--- src/rtl/mem_port_arbiter.sv ---
// mem_port_arbiter: two-port round-robin arbiter in front of one single-port SRAM.
// Grants at most one access per cycle and steers read data back to the port
// that issued each read, after the SRAM's fixed read latency (RD_LATENCY).
// Optional lock support is compiled in with `define MEM_ARB_LOCK_EN; without it
// the p0_lock/p1_lock inputs are ignored.
//
// Lock FSM (MEM_ARB_LOCK_EN only):
//   state    | meaning
//   UNLOCKED | plain round-robin between both ports
//   LOCKED   | only lock_owner may be granted until it issues an access with lock=0
module mem_port_arbiter #(
  parameter int ADDR_BITS  = 10,
  parameter int DATA_WIDTH = 256,
  parameter int STRB_WIDTH = DATA_WIDTH / 8,
  parameter int RD_LATENCY = 1
) (
  input  logic                  clk,
  input  logic                  rst_n,
  input  logic                  p0_req,
  input  logic                  p0_we,
  input  logic [ADDR_BITS-1:0]  p0_addr,
  input  logic [STRB_WIDTH-1:0] p0_wmask,
  input  logic [DATA_WIDTH-1:0] p0_wdata,
  input  logic                  p0_lock,
  output logic                  p0_gnt,
  output logic                  p0_rvalid,
  output logic [DATA_WIDTH-1:0] p0_rdata,
  input  logic                  p1_req,
  input  logic                  p1_we,
  input  logic [ADDR_BITS-1:0]  p1_addr,
  input  logic [STRB_WIDTH-1:0] p1_wmask,
  input  logic [DATA_WIDTH-1:0] p1_wdata,
  input  logic                  p1_lock,
  output logic                  p1_gnt,
  output logic                  p1_rvalid,
  output logic [DATA_WIDTH-1:0] p1_rdata,
  output logic                  mem_en,
  output logic                  mem_we,
  output logic [ADDR_BITS-1:0]  mem_addr,
  output logic [STRB_WIDTH-1:0] mem_wmask,
  output logic [DATA_WIDTH-1:0] mem_wdata,
  input  logic [DATA_WIDTH-1:0] mem_rdata
);

  // Index of the last granted port; reset to 1 so port 0 wins the first contention.
  logic rr_last;
  logic elig0, elig1;
  logic gnt0, gnt1;

  // Read-return pipeline: one {valid, port_id} entry per cycle of SRAM latency.
  logic [RD_LATENCY-1:0] pipe_vld;
  logic [RD_LATENCY-1:0] pipe_id;

`ifdef MEM_ARB_LOCK_EN
  typedef enum logic {UNLOCKED = 1'b0, LOCKED = 1'b1} lock_state_t;

  lock_state_t lock_state;
  logic        lock_owner;

  // Lock FSM: enter on an accepted access with lock=1, leave when the owner is accepted with lock=0.
  always_ff @(posedge clk) begin
    if (!rst_n) begin
      lock_state <= UNLOCKED;
      lock_owner <= 1'b0;
    end else begin
      case (lock_state)
        UNLOCKED: begin
          if (gnt0 && p0_lock) begin
            lock_state <= LOCKED;
            lock_owner <= 1'b0;
          end else if (gnt1 && p1_lock) begin
            lock_state <= LOCKED;
            lock_owner <= 1'b1;
          end
        end
        LOCKED: begin
          if (lock_owner ? (gnt1 && !p1_lock) : (gnt0 && !p0_lock))
            lock_state <= UNLOCKED;
        end
      endcase
    end
  end

  // While locked, the non-owner is masked out even if the owner is idle.
  assign elig0 = p0_req & ((lock_state == UNLOCKED) | ~lock_owner);
  assign elig1 = p1_req & ((lock_state == UNLOCKED) |  lock_owner);
`else
  logic unused_lock;
  assign unused_lock = p0_lock ^ p1_lock;
  assign elig0 = p0_req;
  assign elig1 = p1_req;
`endif

  // Round-robin: a lone requester wins; under contention the port not granted last wins.
  assign gnt0 = rst_n & elig0 & (~elig1 |  rr_last);
  assign gnt1 = rst_n & elig1 & (~elig0 | ~rr_last);

  assign p0_gnt = gnt0;
  assign p1_gnt = gnt1;
  assign mem_en = gnt0 | gnt1;

  // SRAM request mux; all fields are zero when nobody is granted.
  always_comb begin
    mem_we    = 1'b0;
    mem_addr  = '0;
    mem_wmask = '0;
    mem_wdata = '0;
    if (gnt0) begin
      mem_we    = p0_we;
      mem_addr  = p0_addr;
      mem_wmask = p0_wmask;
      mem_wdata = p0_wdata;
    end else if (gnt1) begin
      mem_we    = p1_we;
      mem_addr  = p1_addr;
      mem_wmask = p1_wmask;
      mem_wdata = p1_wdata;
    end
  end

  // Round-robin pointer and read-return pipeline; reset drops in-flight reads.
  always_ff @(posedge clk) begin
    if (!rst_n) begin
      rr_last  <= 1'b1;
      pipe_vld <= '0;
      pipe_id  <= '0;
    end else begin
      if (mem_en)
        rr_last <= gnt1;
      pipe_vld[0] <= mem_en & ~mem_we;
      pipe_id[0]  <= gnt1;
      for (int i = 1; i < RD_LATENCY; i++) begin
        pipe_vld[i] <= pipe_vld[i-1];
        pipe_id[i]  <= pipe_id[i-1];
      end
    end
  end

  // The last stage lines up with mem_rdata; gating with rst_n keeps rvalid low during reset.
  assign p0_rvalid = rst_n & pipe_vld[RD_LATENCY-1] & ~pipe_id[RD_LATENCY-1];
  assign p1_rvalid = rst_n & pipe_vld[RD_LATENCY-1] &  pipe_id[RD_LATENCY-1];
  assign p0_rdata  = mem_rdata;
  assign p1_rdata  = mem_rdata;

endmodule

--- config.mk ---
export PLATFORM = sky130hd
export DESIGN_NAME = mem_port_arbiter
export DESIGN_NICKNAME = d
export VERILOG_FILES = /design/src/rtl/mem_port_arbiter.sv
export SDC_FILE = /design/constraint.sdc
export NUM_CORES = 1
export LEC_CHECK = 0
export ABC_AREA = 1
export BUFFER_PORTS_ARGS = -buffer_cell sky130_fd_sc_hd__buf_4
export CAP_MARGIN = 0
export CORE_AREA = 2 2 651 653
export CTS_BUF_LIST = sky130_fd_sc_hd__clkbuf_8
export CTS_CLUSTER_SIZE = 12
export DETAILED_ROUTE_END_ITERATION = 7
export DIE_AREA = 0 0 653 655
export REMOVE_ABC_BUFFERS = 1
export SLEW_MARGIN = 0
export SYNTH_ARGS = -nofsm -noshare
export SYNTH_HDL_FRONTEND = slang
export SYNTH_SLANG_ARGS = --single-unit
--- constraint.sdc ---
create_clock -name clk -period 1.6 [get_ports clk]
set_clock_uncertainty 0.15 [all_clocks]
set_input_delay 0.16 -clock clk [delete_from_list [all_inputs] [get_ports clk]]
set_output_delay 0.16 -clock clk [all_outputs]
set_load 0.005 [all_outputs]
==> metrics, run 1 <==
DIE AREA=428,000 um^2; failing checks=setup timing; total negative setup slack=-94.27 ns; Avg Cell Area, Syn=5.19 um^2; initial DRC count=roughly 1,900; RSZ-0062 raised after global routing=yes; cell count after synthesis=1,498; ys flop type=dfxtp_1; starting density of the core=0.0184; critical path required time=1.29 ns; Pwr Density=276 nW/um^2; setup slack after layout=-0.401 ns; I/O Buffers=905; wire length per cell=58.6 um; Crit path largest cell delay=0.33 ns; IO Count=between 1,500 and 2,000; hpwl dp=407,000 um; post-synthesis sequential area ratio=0.00773; global-route wire length before repair=465,000 um; Post-synth EDFFs=0; kind of critical path=flip-flop to output pin; M3 GR Usage=0.278; All-Layer GR Usage=0.196; Worst-Margin Slew=0.251 ns; synth cell count leaders=nand2_1, buf_4, buf_2; maximum net fanout on the critical path=10; Routed WL=roughly 440,000 um; clk_lat worst skew=0.23 ns; grt total ovfl=0; final hold vios=0; synth warn=0; CTS tree=yes; CTS root buf=clkbuf_8; Syn Std Cell Area=roughly 7800 um^2; Synth top area share=0.512; synthesis-stage register bit count=3; Final Cycle Share=1.25; Vias/cell=2.16; H-tree levels=1; Setup crit end kind=output pin; DRC violations left=0; row count=239; Hold Crit Class=input port to flip-flop; Synth area leaders=buf_4, nand2_1, buf_2; Die H=655 um; Synth async-reset ratio=0; fin util=0.0475; Core Region=422,000 um^2; P&R area growth vs syn=158%; most frequent cell after synthesis=nand2_1; Lkg Pwr=about 8 nW; DIE WIDTH=653 um; CP Launch Type=flip-flop; vias after detailed routing=16,200; GR met2 Demand/Resource=0.282; clock transition at the registers of the reported paths=0.04 ns; maximum VDD drop=around 0.12 mV; Max Cap Viol=0; Max-Slew Margin vs Limit=0.832; clock buffer count from CTS=3; GR Layer Usage met1=0.149; CP cell instances=nand2_2 > nand2_4 > inv_16 > buf_4 > buf_6 > buf_16 > nand2_1 > nand2_1 > buf_6; clock buffer depth=2; Yosys cell types=11; largest net degree at the start of global routing=22; f_max=500 MHz; arrival time worst endpoint=1.69 ns; share of layout cells above drive strength 1=0.561; GPL Wtd Cong=roughly 1.0; final worst path period need=2.00 ns; DRT Pass-1 Iters=6; nets@finish=2,787; Slowest cell on crit path=dfxtp_2; Max Transition Viols Final=0; Routed Antenna Nets=0; total power=5.53 mW; clock tree sinks=3; Place WS=-0.311 ns; post-synth top area cell=buf_4; GRT Max-Usage Layer=met2; initial antenna violation count=390; Final Setup Violations=301; vias in the first global route=11,600; outcome=finished with violations
flip-flops by register name (all words and copies together) (netlist names):
signal	cells
rr_last	1
pipe_id	1
pipe_vld	1
cells by family after synthesis:
kind of cell    count (synthesis)  synth area share
compound gates                  1          0.000967
flops                           3           0.00773
buf+inv                       586             0.552
simple gates                  908             0.439
cell type report:
class / count / area, um^2
repair inverters: 1 / 11.3
repair buffers: 1001 / 9190
clock buffers: 3 / 41.3
clock inverters: 1 / 3.75
multi-input cells: 909 / 3640
inverters: 8 / 58.8
diodes: 27 / 67.6
well taps: 5543 / 6940
fillers: 50400 / 402000
flip-flops and latches: 3 / 61.3
cells in the final DEF, fill, tap and decap left out:
master,Yosys,final
buf_12,0,48
clkbuf_16,0,7
dfxtp_1,3,2
inv_16,0,1
buf_6,6,112
nand2_2,1,60
buf_4,530,790
nor2_1,3,3
inv_1,4,4
bufbuf_16,0,2
buf_8,0,29
inv_12,0,1
inv_8,0,1
inv_2,4,3
dfxtp_2,0,1
diode_2,0,27
clkbuf_8,0,3
o211ai_1,1,1
nand2_1,902,833
nand2_4,0,10
nand3_1,2,2
buf_16,0,13
critical path: cells and delay by family, from the launching register on:
kind	cells	cell delay (ns)
buf+inv	5	0.71
simple gates	4	0.33
flops	1	0.33
path summary, 6_finish.rpt:
check | slack [ns] | end | startpoint | depth (start not counted)
max | -0.40 | mem_wdata[23] | rr_last | 9
min | 0.1 | rr_last | p0_req | 2
max reg2reg | 0.32 | rr_last | rr_last | 5
min reg2reg | 0.64 | pipe_id | rr_last | 4
metrics by stage:
stage	hold slack [ns]	instance area, um^2	cells
after CTS	0.0586	19500	7461
after detailed placement	0.189	18100	7432
after floorplan	0.109	3510	920
final	0.0960	20000	7496
after global placement	0.189	18100	7432
after global routing	0.116	20000	7476
power breakdown:
group | internal (mW) | leakage (nW) | switching [mW]
Clock | 0.165 | 0.0271 | 0.0682
Combinational | 2.41 | 8.07 | 2.80
Sequential | 0.0816 | 0.0248 | 0.00373
layer usage:
metal	part of all wire	wire length (um)
met1	0.27	117000
met2	0.40	175000
met3	0.29	129000
met4	0.017	7410
met5	0.025	11200
timing repair:
action                     4_1_cts  5_1_grt
pin swaps                        7       11
gates cloned                    11        7
setup endpoints to repair      300      301
hold buffers                     0        0
setup buffers                   15        5
gates resized for setup        250       95
(Power assumes the default switching activity.)
==> run 2, diff against run 1 <==
--- a/config.mk
+++ b/config.mk
@@ -5,14 +5,14 @@
 export SDC_FILE = /design/constraint.sdc
 export NUM_CORES = 1
 export LEC_CHECK = 0
-export ABC_AREA = 1
 export BUFFER_PORTS_ARGS = -buffer_cell sky130_fd_sc_hd__buf_4
 export CAP_MARGIN = 0
-export CORE_AREA = 2 2 651 653
+export CORE_AREA = 2 2 656 658
 export CTS_BUF_LIST = sky130_fd_sc_hd__clkbuf_8
+export CTS_CLUSTER_DIAMETER = 120
 export CTS_CLUSTER_SIZE = 12
 export DETAILED_ROUTE_END_ITERATION = 7
-export DIE_AREA = 0 0 653 655
+export DIE_AREA = 0 0 658 660
 export REMOVE_ABC_BUFFERS = 1
 export SLEW_MARGIN = 0
 export SYNTH_ARGS = -nofsm -noshare
==> run 2 against run 1 <==
The run still ends with setup timing left. Cell count up 3.8%. Combinational power rose by 67%. Sequential power is 2% lower. Synthesized area increased by 42%. Power up 63%. Via count up 17%. Register-to-register slack lost 0.33 ns. Setup slack got worse by 0.10 ns. Synthesized cell count is 4.3% higher. Global-route usage increased by 1.1 points. Critical path type unchanged. Largest power group unchanged.
==> metrics, run 2 <==
clock tree sinks=3 (unchanged); initial DRC count=2,845 (+50%); failing checks=setup timing; worst reg2reg path endpoint=pipe_vld; DIE WIDTH=658 um (+0.77%); post-synthesis sequential area ratio=0.00545 (-0.00228); wire length per cell=60.4 um (+3.1%); Yosys cell types=19 (+8); Final Hold Slack=0.0404 ns (-0.0557 ns); part of the power in the clock network=0.025 (-0.017); Hold Crit Class=input port to flip-flop; Net Switching=4.73 mW (+65%); RSZ-0062 raised after global routing=yes; clock buffer depth=2 (unchanged); GPL Wtd Cong=1.09 (+4.9%); hold depth=2 (unchanged); vias in the first global route=14,500 (+26%); Final Cycle Share=1.31 (+0.0628); hold_sp=p1_we; Regs by FF count=pipe_id: 1 flops, pipe_vld: 1 flops, rr_last: 1 flops; Max Cap Viol=0 (unchanged); Avg Cell Area, Syn=7.05 um^2 (+36%); total power=8.99 mW (+63%); maximum net fanout on the critical path=8 (-2); DIE AREA=434,000 um^2 (+1.5%); kind of critical path=flip-flop to output pin; # fillers=50,000 (-0.79%); total negative setup slack=-118.85 ns (-24.58 ns); CP cell instances=buf_4 > nand2_4 > nand2_8 > buf_6 > buf_16 > buf_12 > buf_12 > o22ai_4 > buf_6; arrival time worst endpoint=1.79 ns (+0.10 ns); Synth area leaders=buf_4, o22ai_2, nand2_1; share of total power in combinational logic=0.966 (+0.024); post-synth top area cell=buf_4; clk_lat worst skew=0.22 ns (about the same); synth warn=0 (unchanged); Final Instance Count excl. Fillers=7,778 (+3.8%); outcome=finished with violations; Post-synth EDFFs=0 (unchanged); cell count after synthesis=1,562 (+4.3%); Worst-Margin Slew=1.17 ns (+0.914 ns); setup slack after layout=-0.502 ns (-0.100 ns); Crit path largest cell delay=0.31 ns (-0.02 ns); Register Area=61.3 um^2 (unchanged); ys flop type=dfxtp_1; starting density of the core=0.0258 (+0.00740); P&R area growth vs syn=144%; worst r2r src=rr_last; Setup crit end kind=output pin; Vias/cell=2.44 (+13%); CTS root buf=clkbuf_8; hpwl dp=426,000 um (+4.7%); Syn Std Cell Area=11,000 um^2 (+42%); nets@finish=2,881 (+3.4%); Final Setup Violations=302 (+0.33%); Die H=660 um (+0.76%); most frequent cell after synthesis=nand2_1; CTS tree=yes; maximum VDD drop=0.161 mV (+32%); leading cell type in the layout, fill and taps excluded=buf_4; Pwr Density=334 nW/um^2 (+21%); critical path required time=1.29 ns (about the same); Hold Path End=pipe_vld; Sequential Power Share=0.009 (-0.006); switching share of total power=0.526 (+0.00630); DRT Pass-1 Iters=5 (-1); f_max=476 MHz (-4.8%); row count=240 (+0.42%); synth cell count leaders=nand2_1, buf_4, o22ai_2; commonest non-fill, non-tap cells in the layout=buf_4, nand2_1, o22ai_4, buf_6, buf_12; Core Region=427,000 um^2 (+1.2%); Synth async-reset ratio=0 (unchanged); r2r setup slk=-0.01 ns (-0.33 ns); Routed WL=470,000 um (+6.9%); CP Launch Type=flip-flop; DRC violations left=0 (unchanged); critical path's top delay family=buffers and inverters; multi-input logic area=7940 um^2 (+120%); Power Internal=4.26 mW (+60%); grt total ovfl=0 (unchanged); H-tree levels=1 (unchanged); synthesis-stage register bit count=3 (unchanged); final worst path period need=2.10 ns (+0.100 ns); Crit path depth=9 (unchanged); share of layout cells above drive strength 1=0.717 (+0.156); global-route wire length before repair=502,000 um (+7.9%); I/O Buffers=905 (unchanged); vias after detailed routing=19,000 (+17%); largest net degree at the start of global routing=46 (+110%); Max-Slew Margin vs Limit=0.221 (-0.610); Synth top area share=0.357 (-0.155); Place WS=-0.747 ns (-0.436 ns); final hold vios=0 (unchanged); Lkg Pwr=8.78 nW (+8.1%); clock buffer count from CTS=3 (unchanged); Max Transition Viols Final=0 (unchanged); # hold bufs at CTS=0 (unchanged); Routed Antenna Nets=0 (unchanged); dpl cells=7,621 (+2.5%); IO Count=1,676 (unchanged); Slowest cell on crit path=dfxtp_2; All-Layer GR Usage=0.207 (+0.0106); initial antenna violation count=392 (+0.51%); worst path buffer plus inverter count=6 (+1); Register-to-Register Path Depth=8 (+3); clock transition at the registers of the reported paths=0.03 ns (about the same)
[run 2: changes by cell type after synthesis, moves of 4 or more]
cell,change
inv_1,-4
buf_8,+10
buf_4,-6
nand2_1,-302
o22ai_1,+9
o22ai_2,+290
buf_2,+21
buf_6,+37
[run 2: cell families (layout without fill, tap and decap cells)]
group | Yosys count | count (layout) | share of synthesized area
buffers and inverters | 646 | 1104 | 0.448
DFF | 3 | 3 | 0.00545
other | 0 | 71 | 0
and+or+nand+nor | 613 | 613 | 0.211
AOI/OAI and AO/OA | 300 | 300 | 0.335
[run 2: timing repair]
action | CTS | global route
gates cloned | 36 | 9
gates resized for setup | 630 | 159
pin swaps | 235 | 46
buffers inserted | 36 | 11
setup endpoints to repair | 301 | 302
[run 2: per-stage QoR]
step                utilization  area, um^2
floorplan                     -        6080
global placement         0.0500       21400
detailed placement       0.0500       21400
CTS                      0.0604       25800
global route             0.0628       26800
finish                   0.0630       26900
[run 2: per-layer routing]
layer  share of wire  track usage
met5           0.025        0.159
met4           0.038       0.0485
met3            0.30        0.300
met2            0.39        0.293
met1            0.24        0.145
[run 2: power by group through the flow]
stage / clock, mW / sequential (mW) / combinational, mW
5_1_grt: 0.233 / 0.0841 / 8.91
2_1_floorplan: 0 / 0.0835 / 1.68
6_report: 0.225 / 0.0836 / 8.68
4_1_cts: 0.219 / 0.0832 / 8.38
3_3_place_gp: 0 / 0.0838 / 6.30
3_5_place_dp: 0 / 0.0842 / 6.35
[run 2: how the worst max path moves through the flow]
| stage | endpoint | start |
|---|---|---|
| 4_1_cts | mem_wmask[9] | rr_last |
| 3_5_place_dp | mem_wdata[134] | rr_last |
| 2_1_floorplan | mem_addr[9] | rr_last |
| 5_1_grt | mem_wdata[154] | rr_last |
| 3_3_place_gp | mem_wdata[134] | rr_last |
| 6_report | mem_wdata[109] | rr_last |
[run 2: final cells by class]
class | instances | share of cell area
clock inverter | 1 | 0.000140
antenna | 71 | 0.00661
tap | 5687 | 0.265
inverter | 1 | 0.000140
timing repair buffer | 1099 | 0.430
multi-input combinational | 913 | 0.295
sequential | 3 | 0.00228
clock buffer | 3 | 0.00154
